File: src/rtl/cpu_control_mc.sv
`default_nettype none
// ============================================================================
// Module   : cpu_control_mc
// Purpose  : Multi-cycle CPU control unit. Sequences each instruction through
//            FETCH, DECODE, EXEC, MEM and WB, generates data-path strobes,
//            counts retired instructions and operand stalls, and halts on a
//            HALT opcode or on a memory handshake timeout.
// Ports    : clk, rst (sync, active-low)
//            opcode/funct        - instruction fields from the data path
//            is_alu_zero         - ALU zero flag (branch resolution)
//            is_full_rnum1/2     - source register busy flags
//            mem_ready           - memory handshake completion
//            mem_req/mem_we      - memory request / write enable
//            is_write_reg, is_write_from_mem, is_load_PC - data-path strobes
//            control_mux_for_PC  - PC source (00 +4, 01 branch, 10 jump)
//            opcode_alu          - ALU operation
//            is_R/I/J_type, is_nop - instruction class flags
//            halted, err         - halt / timeout status
//            retired_cnt, stall_cnt - saturating performance counters
// Revision : 1.0 - initial release
// ============================================================================
module cpu_control_mc #(
    parameter int CNT_WIDTH   = 32,
    parameter int MEM_TIMEOUT = 15
) (
    input  logic                 clk,
    input  logic                 rst,
    input  logic [5:0]           opcode,
    input  logic [5:0]           funct,
    input  logic                 is_alu_zero,
    input  logic                 is_full_rnum1,
    input  logic                 is_full_rnum2,
    input  logic                 mem_ready,
    output logic                 mem_req,
    output logic                 mem_we,
    output logic                 is_write_reg,
    output logic                 is_write_from_mem,
    output logic                 is_load_PC,
    output logic [1:0]           control_mux_for_PC,
    output logic [5:0]           opcode_alu,
    output logic                 is_R_type,
    output logic                 is_I_type,
    output logic                 is_J_type,
    output logic                 is_nop,
    output logic                 halted,
    output logic                 err,
    output logic [CNT_WIDTH-1:0] retired_cnt,
    output logic [CNT_WIDTH-1:0] stall_cnt
);

    localparam logic [5:0] c_op_rtype = 6'b000000;
    localparam logic [5:0] c_op_lw    = 6'b100011;
    localparam logic [5:0] c_op_sw    = 6'b101011;
    localparam logic [5:0] c_op_addi  = 6'b001000;
    localparam logic [5:0] c_op_beq   = 6'b000100;
    localparam logic [5:0] c_op_j     = 6'b000010;
    localparam logic [5:0] c_op_halt  = 6'b111111;

    localparam logic [5:0] c_alu_add  = 6'b100000;
    localparam logic [5:0] c_alu_sub  = 6'b100010;

    localparam logic [1:0] c_pc_seq   = 2'b00;
    localparam logic [1:0] c_pc_br    = 2'b01;
    localparam logic [1:0] c_pc_jmp   = 2'b10;

    localparam logic [7:0]           c_timeout = 8'(MEM_TIMEOUT);
    localparam logic [CNT_WIDTH-1:0] c_cnt_one = CNT_WIDTH'(1);

    typedef enum logic [2:0] {
        IDLE   = 3'd0,
        FETCH  = 3'd1,
        DECODE = 3'd2,
        EXEC   = 3'd3,
        MEM    = 3'd4,
        WB     = 3'd5,
        HALT   = 3'd6
    } state_t;

    state_t               state_q, state_d;
    logic [CNT_WIDTH-1:0] retired_cnt_q, retired_cnt_d;
    logic [CNT_WIDTH-1:0] stall_cnt_q, stall_cnt_d;
    logic [7:0]           wait_q, wait_d;
    logic                 halted_q, halted_d;
    logic                 err_q, err_d;

    logic w_dec_r, w_dec_lw, w_dec_sw, w_dec_addi, w_dec_beq, w_dec_j, w_dec_halt;
    logic w_needs_ops;

    // ------------------------------------------------------------------
    // Instruction decode (purely combinational from opcode/funct)
    // ------------------------------------------------------------------
    always_comb begin
        w_dec_r     = (opcode == c_op_rtype);
        w_dec_lw    = (opcode == c_op_lw);
        w_dec_sw    = (opcode == c_op_sw);
        w_dec_addi  = (opcode == c_op_addi);
        w_dec_beq   = (opcode == c_op_beq);
        w_dec_j     = (opcode == c_op_j);
        w_dec_halt  = (opcode == c_op_halt);
        w_needs_ops = w_dec_r | w_dec_lw | w_dec_sw | w_dec_addi | w_dec_beq;

        is_R_type = w_dec_r;
        is_I_type = w_dec_lw | w_dec_sw | w_dec_addi | w_dec_beq;
        is_J_type = w_dec_j;
        is_nop    = ~(w_needs_ops | w_dec_j | w_dec_halt);

        if (w_dec_r) begin
            opcode_alu = funct;
        end else if (w_dec_lw | w_dec_sw | w_dec_addi) begin
            opcode_alu = c_alu_add;
        end else if (w_dec_beq) begin
            opcode_alu = c_alu_sub;
        end else begin
            opcode_alu = 6'b000000;
        end
    end

    // ------------------------------------------------------------------
    // Next-state, strobe and counter logic
    // ------------------------------------------------------------------
    always_comb begin
        state_d            = state_q;
        retired_cnt_d      = retired_cnt_q;
        stall_cnt_d        = stall_cnt_q;
        wait_d             = 8'd0;
        err_d              = err_q;
        mem_req            = 1'b0;
        mem_we             = 1'b0;
        is_write_reg       = 1'b0;
        is_write_from_mem  = 1'b0;
        is_load_PC         = 1'b0;
        control_mux_for_PC = c_pc_seq;

        case (state_q)
            IDLE: state_d = FETCH;

            FETCH: begin
                mem_req = 1'b1;
                if (mem_ready) begin
                    state_d = DECODE;
                end
            end

            DECODE: begin
                if (w_needs_ops && (is_full_rnum1 || is_full_rnum2)) begin
                    if (stall_cnt_q != '1) begin
                        stall_cnt_d = stall_cnt_q + c_cnt_one;
                    end
                end else if (w_dec_j) begin
                    is_load_PC         = 1'b1;
                    control_mux_for_PC = c_pc_jmp;
                    state_d            = FETCH;
                end else if (w_dec_halt) begin
                    state_d = HALT;
                end else begin
                    state_d = EXEC;
                end
            end

            EXEC: begin
                if (w_dec_r || w_dec_addi) begin
                    state_d = WB;
                end else if (w_dec_lw || w_dec_sw) begin
                    state_d = MEM;
                end else begin
                    // beq and nop both retire here; only a taken beq redirects
                    is_load_PC         = 1'b1;
                    control_mux_for_PC = (w_dec_beq && is_alu_zero) ? c_pc_br : c_pc_seq;
                    state_d            = FETCH;
                end
            end

            MEM: begin
                mem_req = 1'b1;
                mem_we  = w_dec_sw;
                if (mem_ready) begin
                    if (w_dec_lw) begin
                        state_d = WB;
                    end else begin
                        is_load_PC = 1'b1;
                        state_d    = FETCH;
                    end
                end
            end

            WB: begin
                is_write_reg      = 1'b1;
                is_write_from_mem = w_dec_lw;
                is_load_PC        = 1'b1;
                state_d           = FETCH;
            end

            HALT: state_d = HALT;

            default: state_d = IDLE;
        endcase

        // Consecutive unanswered request cycles; mem_ready outside a request
        // never touches the counter because mem_req gates it.
        if (mem_req && !mem_ready) begin
            wait_d = wait_q + 8'd1;
        end
        if (wait_d == c_timeout) begin
            state_d = HALT;
            err_d   = 1'b1;
        end

        if (is_load_PC && (retired_cnt_q != '1)) begin
            retired_cnt_d = retired_cnt_q + c_cnt_one;
        end

        halted_d = (state_d == HALT);
    end

    always_ff @(posedge clk) begin
        if (!rst) begin
            state_q       <= IDLE;
            retired_cnt_q <= '0;
            stall_cnt_q   <= '0;
            wait_q        <= 8'd0;
            halted_q      <= 1'b0;
            err_q         <= 1'b0;
        end else begin
            state_q       <= state_d;
            retired_cnt_q <= retired_cnt_d;
            stall_cnt_q   <= stall_cnt_d;
            wait_q        <= wait_d;
            halted_q      <= halted_d;
            err_q         <= err_d;
        end
    end

    assign halted      = halted_q;
    assign err         = err_q;
    assign retired_cnt = retired_cnt_q;
    assign stall_cnt   = stall_cnt_q;

endmodule
`default_nettype wire

File: config.mk
export PLATFORM = sky130hd
export DESIGN_NAME = cpu_control_mc
export DESIGN_NICKNAME = d
export VERILOG_FILES = /design/src/rtl/cpu_control_mc.sv
export SDC_FILE = /design/constraint.sdc
export NUM_CORES = 1
export LEC_CHECK = 0
export BUFFER_PORTS_ARGS = -buffer_cell sky130_fd_sc_hd__buf_2
export CORE_UTILIZATION = 35
export DETAILED_ROUTE_END_ITERATION = 6
export GPL_ROUTABILITY_DRIVEN = 0
export PLACE_DENSITY_LB_ADDON = 0.25
export SYNTH_ARGS = -nofsm -noshare
export SYNTH_HDL_FRONTEND = slang
export SYNTH_SLANG_ARGS = --single-unit
File: constraint.sdc
create_clock -name clk -period 2.6 [get_ports clk]
set_input_delay 0 -clock clk [delete_from_list [all_inputs] [get_ports clk]]
set_output_delay 0 -clock clk [all_outputs]
set_load 0.01 [all_outputs]
==> results.md, run 1 <==
- Post-synthesis async set-or-reset flop share: 0
- Pre-CTS WS: ~0.27 ns
- Cell Area, Synth: 4114 um^2
- Die area: 12190 um^2
- Core area: between 10000 and 15000 um^2
- Synth Area in Adders: 0.01217
- Min-Delay Path Depth: 3
- Final min period: between 2 and 2.5 ns
- Mean area per synthesized cell: 8.571 um^2
- Cts hold-fix bufs: 0
- DR WL/cell: approximately 14 um
- CP max FO: 14
- Crit path required time: between 2 and 3 ns
- Dominant synthesized flop cell: dfxtp_1
- Final period utilization: 0.9113
- Hold Crit Start: mem_ready
- Inserted Clock Buffers: 9
- Setup bufs post-CTS: 0
- Hold/Removal Path Class: input port to flop
- Vias in the first global route: between 3k and 4k
- Status: finished, final reports clean
- Clock sink count: 77
- Std-Cell Rows: 39
- Register area share after synthesis: 0.3747
- Post-synth top area cell: dfxtp_1
- Kind of critical path: flop to flop
- Layout net count: between 600 and 700
- Setup_tns: 0 ns
- CTS Buffer Depth: 2
- Max_cap viols: 0
- Area contributors post-synth: dfxtp_1 (37%), and2_1 (6.5%), xnor2_1 (5.3%)
- Leak: ~0.0023 uW
- Yosys top cell area share: 0.3747
- FF-to-FF Start: state_q[0]
- Die Y: 110.4 um
- Clock latency on the worst-skew pair: 0.33 ns
- PwrDens: just under 500 nW/um^2
- Slew Viols, Final: 0
- Top post-synthesis cells by count: dfxtp_1 (77), and2_1 (43), nand2_1 (43)
- Gr usage total: 0.1652
- Ports: between 100 and 150
- Critical path startpoint: state_q[0]
- First-pass GRT wire length: between 15 and 20 mm
- HPWL Detailed: 7.150 mm
- R2R setup slack: 0.23 ns
- Post-Synth XOR/XNOR Area: 0.09580
- RSZ-0062 raised after global routing: no
- Worst setup EP type: flop
- Slew Limit Headroom: 0.5018
- Resize count post-CTS: 0
- Yosys reg bits: just under 80
- Fin worst setup slack: roughly 0.23 ns
- Share of layout cells above drive strength 1: 0.2222
- Clk slew on worst S/H paths: around 0.060 ns
- Clock skew after layout: roughly 0.0066 ns
- Endpoints failing setup: 0
- Post-Layout Cell Count: 728
- Initial Utilization: 0.3603
- Worst vdd ir: ~0.22 mV
- Slew at the pin with the worst max-slew slack: 0.7416 ns
- Drt drc: 0
- Fin util: 0.4426
- Routed via count: 3809
- Initial antenna violation count: 0
- Clock root buffer: clkbuf_16
- WP data arrival: 2.63 ns
- Number of enable flip-flop cells after synthesis: 0
- Reg2reg path depth: 7
- Synth Warn #: 0
- Syn Nets: roughly 500
- R2r endpoint: retired_cnt[25]
- Most frequent cell after synthesis: dfxtp_1
- CTS tree: built
- 1st-pass router iterations: 4
- Fmax achieved: between 400 and 500 MHz
- Netlist cell types: 53
- Synth Area in Compound Gates: 0.08850
- Placed cells: ~710
- Largest net degree at the start of global routing: 48
- PortBufs: 100
- Final Power: between 2000 and 2500 uW
- Synth Instances: 480
- Post-synthesis mux area share: 0.03406
- Initial DRC count: between 150 and 200
- Layout area overhead: 22.84%
- Simple-Gate Fraction of Synth Area: 0.3692
- CP Launch Type: flop
- Antenna diodes: 0
- Total grt overflow: 0
- CTS H-tree depth: 3
- Die X: 110.4 um
- Antenna viol nets, final: 0
- Largest family of logic cells by synthesized area: simple AND/OR/NAND/NOR gates
- Worst Hold End: wait_q[5]
- Final WL: 9.931 mm
- Final Hold Violating Endpoints: 0
- Vias per inst: approximately 5.2
[layout make-up]
type / count / area [um^2]
inverters: 4 / 15.01
flip-flops and latches: 77 / 1541
clock buffers: 13 / 240.2
clock inverters: 2 / 35.03
repair buffers: 110 / 575.6
well taps: 143 / 178.9
multi-input cells: 379 / 2467
fillers: 1148 / 6365
[logic make-up (layout without fill, tap and decap cells)]
logic type / after synthesis / in the layout
buf+inv: 24 / 129
compound gates: 49 / 49
simple gates: 267 / 267
fa+ha+maj: 4 / 4
mux: 14 / 14
xor+xnor: 45 / 45
flops: 77 / 77
[how the worst max path moves through the flow]
stage | end | slack, ns
final | retired_cnt[25] | 0.23
after global routing | retired_cnt[25] | 0.03
after CTS | retired_cnt[25] | 0.26
after floorplan | stall_cnt[16] | 0.47
after global placement | stall_cnt[31] | 0.32
after detailed placement | retired_cnt[25] | 0.27
[per-stage QoR]
stage | area [um^2] | hold WS [ns]
6_report | 5054 | 0.1146
5_1_grt | 5054 | 0.1221
4_1_cts | 5054 | 0.09236
3_5_place_dp | 4778 | 0.2847
3_3_place_gp | 4778 | 0.2858
2_1_floorplan | 4114 | 0.05482
[sequential cells by signal, indices dropped and copies added, names as in the netlist]
register	cells
err	1
halted	1
retired_cnt	32
stall_cnt	32
state_q	3
wait_q	8
[layout by cell type, fill, tap and decap left out, types with 5 or more instances in the layout]
cell,netlist,final
buf_2,6,100
dfxtp_1,77,77
nand2_1,43,43
and2_1,43,43
nand4_1,31,31
nand3_1,26,26
nor2_1,25,25
xnor2_1,25,25
and3_1,24,24
xor2_1,20,20
nand2b_1,19,19
nor3_1,15,15
mux2i_1,14,14
a21boi_1,11,11
and4_1,10,10
or3_1,10,10
buf_4,0,10
clkbuf_16,0,9
o21ai_1,7,7
nor4_1,5,5
o21ai_0,5,5
[power breakdown]
| part | internal, uW | leakage, uW | switching [uW] |
|---|---|---|---|
| Combinational | 44.1 | 0.00155 | 70.2 |
| Sequential | 1180 | 0.000620 | 7.69 |
| Clock | 738 | 0.000134 | 454 |
[critical path: stages (launching register included)]
cell and delay [ns]:
dfxtp_1 0.51, nor2_1 0.11, a311oi_2 0.30, a221oi_2 0.05
buf_4 0.21, or3_1 0.52, or4_1 0.45, a21boi_1 0.14
[metal layers]
layer,part of all wire,vias up,track usage
li1,-,1909,-
met1,0.50,1795,0.2256
met2,0.44,100,0.2534
met3,0.053,5,0.04555
met4,0.0079,0,0.04800
met5,0,-,0
(Power assumes the default switching activity.)
==> inputs of run 2 (changes only) <==
--- a/config.mk
+++ b/config.mk
@@ -7,9 +7,11 @@
 export LEC_CHECK = 0
 export BUFFER_PORTS_ARGS = -buffer_cell sky130_fd_sc_hd__buf_2
 export CORE_UTILIZATION = 35
+export CTS_BUF_LIST = sky130_fd_sc_hd__clkbuf_8
 export DETAILED_ROUTE_END_ITERATION = 6
 export GPL_ROUTABILITY_DRIVEN = 0
 export PLACE_DENSITY_LB_ADDON = 0.25
+export SKIP_CTS_REPAIR_TIMING = 1
 export SYNTH_ARGS = -nofsm -noshare
 export SYNTH_HDL_FRONTEND = slang
 export SYNTH_SLANG_ARGS = --single-unit
==> results.md, run 2 (synthesized netlist as in run 1, its figures left out) <==
- Status: finished, final reports clean (unchanged)
- Critical path startpoint: state_q[0] (unchanged)
- Fin util: 0.4337 (was 0.4426)
- Slew at the pin with the worst max-slew slack: 0.7345 ns (was 0.7416 ns)
- Initial Utilization: 0.3603 (unchanged)
- CTS H-tree depth: 3 (unchanged)
- Slew Limit Headroom: 0.5103 (was 0.5018)
- Most common cell after layout, fill and taps aside: buf_2 (unchanged)
- RSZ-0062 raised after global routing: no (unchanged)
- Initial antenna violation count: 0 (unchanged)
- Share of layout cells above drive strength 1: 0.2222 (unchanged)
- CTS tree: built (unchanged)
- CP max FO: 14 (unchanged)
- Largest net degree at the start of global routing: 48 (unchanged)
- Hold WS: 0.08318 ns (was 0.1146 ns)
- Final Power: 2144 uW (was 2498 uW)
- Ports: 101 (unchanged)
- Drt drc: 0 (unchanged)
- Initial DRC count: 138 (was 158)
- R2R setup slack: 0.24 ns (was 0.23 ns)
- Area of the multi-input gates: 2467 um^2 (unchanged)
- Fin worst setup slack: 0.2432 ns (was 0.2307 ns)
- Final Hold Violating Endpoints: 0 (unchanged)
- Final period utilization: 0.9065 (was 0.9113)
- WP data arrival: 2.64 ns (was 2.63 ns)
- Critical Path Sink: retired_cnt[25] (unchanged)
- 1st-pass router iterations: 4 (unchanged)
- Core area: 11420 um^2 (unchanged)
- Final min period: 2.357 ns (was 2.369 ns)
- FF-to-FF Start: state_q[0] (unchanged)
- Register area: 1541 um^2 (unchanged)
- Clock skew after layout: 0.006837 ns (was 0.006611 ns)
- Final WL: 9.815 mm (was 9.931 mm)
- Clock sink count: 77 (unchanged)
- Routed via count: 3787 (was 3809)
- Worst setup EP type: flop (unchanged)
- Leak: 0.002278 uW (was 0.002307 uW)
- Clk slew on worst S/H paths: 0.08 ns (was 0.06 ns)
- Die X: 110.4 um (unchanged)
- Clock latency on the worst-skew pair: 0.35 ns (was 0.33 ns)
- Antenna diodes: 0 (unchanged)
- Crit path required time: 2.88 ns (was 2.86 ns)
- Die area: 12190 um^2 (unchanged)
- DR WL/cell: 13.48 um (was 13.64 um)
- Vias per inst: 5.202 (was 5.232)
- PwrDens: 433.0 nW/um^2 (was 494.4 nW/um^2)
- Kind of critical path: flop to flop (unchanged)
- Hold/Removal Path Class: input port to flop (unchanged)
- Max_cap viols: 0 (unchanged)
- HPWL Detailed: 7.150 mm (unchanged)
- Clock root buffer: clkbuf_8 (was clkbuf_16)
- CP peak stage delay: 0.52 ns (about the same)
- Antenna viol nets, final: 0 (unchanged)
- Pre-CTS WS: 0.2701 ns (unchanged)
- CP Launch Type: flop (unchanged)
- Endpoints failing setup: 0 (unchanged)
- R2r endpoint: retired_cnt[25] (unchanged)
- CP max stage cell: or3_1 (unchanged)
- PortBufs: 100 (unchanged)
- Fmax achieved: 424.3 MHz (was 422.1 MHz)
- Std-Cell Rows: 39 (unchanged)
- Filler cell count: 1164 (was 1148)
- Layout net count: 603 (unchanged)
- Gr usage total: 0.1639 (was 0.1652)
- Critical path cell sequence: nor2_1, a311oi_2, a221oi_2, buf_4, or3_1, or4_1, a21boi_1 (unchanged)
- Reg2reg path depth: 7 (unchanged)
- First-pass GRT wire length: 16.65 mm (was 16.77 mm)
- Layout area overhead: 20.38% (was 22.84%)
- CTS Buffer Depth: 2 (unchanged)
- Die Y: 110.4 um (unchanged)
- Total grt overflow: 0 (unchanged)
- Slew Viols, Final: 0 (unchanged)
- Vias in the first global route: 3495 (was 3512)
- Inserted Clock Buffers: 9 (unchanged)
- Worst vdd ir: 0.1851 mV (was 0.2193 mV)
- Most frequent cells in the layout: buf_2 (100), dfxtp_1 (77), nand2_1 (43), and2_1 (43), nand4_1 (31) (unchanged)
- Setup_tns: 0 ns (unchanged)
[run 2: cell count changes in the layout (fill, tap and decap cells not counted), sizes merged]
cell	previous run	this run
inv	4	8
clkbuf	13	9
[run 2: area by class of cell]
type,instances,share of cell area
Tap cell,143,0.03613
Multi-Input combinational cell,379,0.4982
Inverter,4,0.003032
Timing Repair Buffer,110,0.1162
Clock buffer,9,0.02501
Sequential cell,77,0.3113
Clock inverter,6,0.01011
[run 2: report_power, final]
| group | switching, uW | internal (uW) | leakage, uW |
|---|---|---|---|
| registers | 7.64 | 1180 | 0.000620 |
| clock network | 417 | 423 | 0.000104 |
| logic | 69.8 | 44.1 | 0.00155 |
[run 2: worst min-delay path by stage]
stage                         start             to  slack (ns)  cells past startpoint
after detailed placement   funct[4]  opcode_alu[4]        0.28                      3
after global placement     funct[5]  opcode_alu[5]        0.29                      3
after global routing      mem_ready      wait_q[5]        0.09                      3
after CTS                 mem_ready      wait_q[5]        0.06                      3
final                     mem_ready      wait_q[5]        0.08                      3
after floorplan           opcode[4]      is_I_type        0.05                      1
[run 2: critical path, delay by kind of cell (launching register included)]
kind | cells | cell delay [ns]
AO/OA/AOI/OAI | 3 | 0.49
AND/OR/NAND/NOR | 3 | 1.08
flip-flops | 1 | 0.51
buffers and inverters | 1 | 0.21
[run 2: layer usage]
layer,up-vias,track usage,routed length [um]
met2,89,0.2497,4238
met5,-,0,0
met4,0,0.05867,140
met1,1773,0.2249,4941
met3,11,0.03897,495
li1,1914,-,-
[run 2: per-stage QoR]
step                      cells  area [um^2]
final                       728         4952
after floorplan             480         4114
after detailed placement    713         4778
after CTS                   728         4952
after global routing        728         4952
after global placement      713         4778
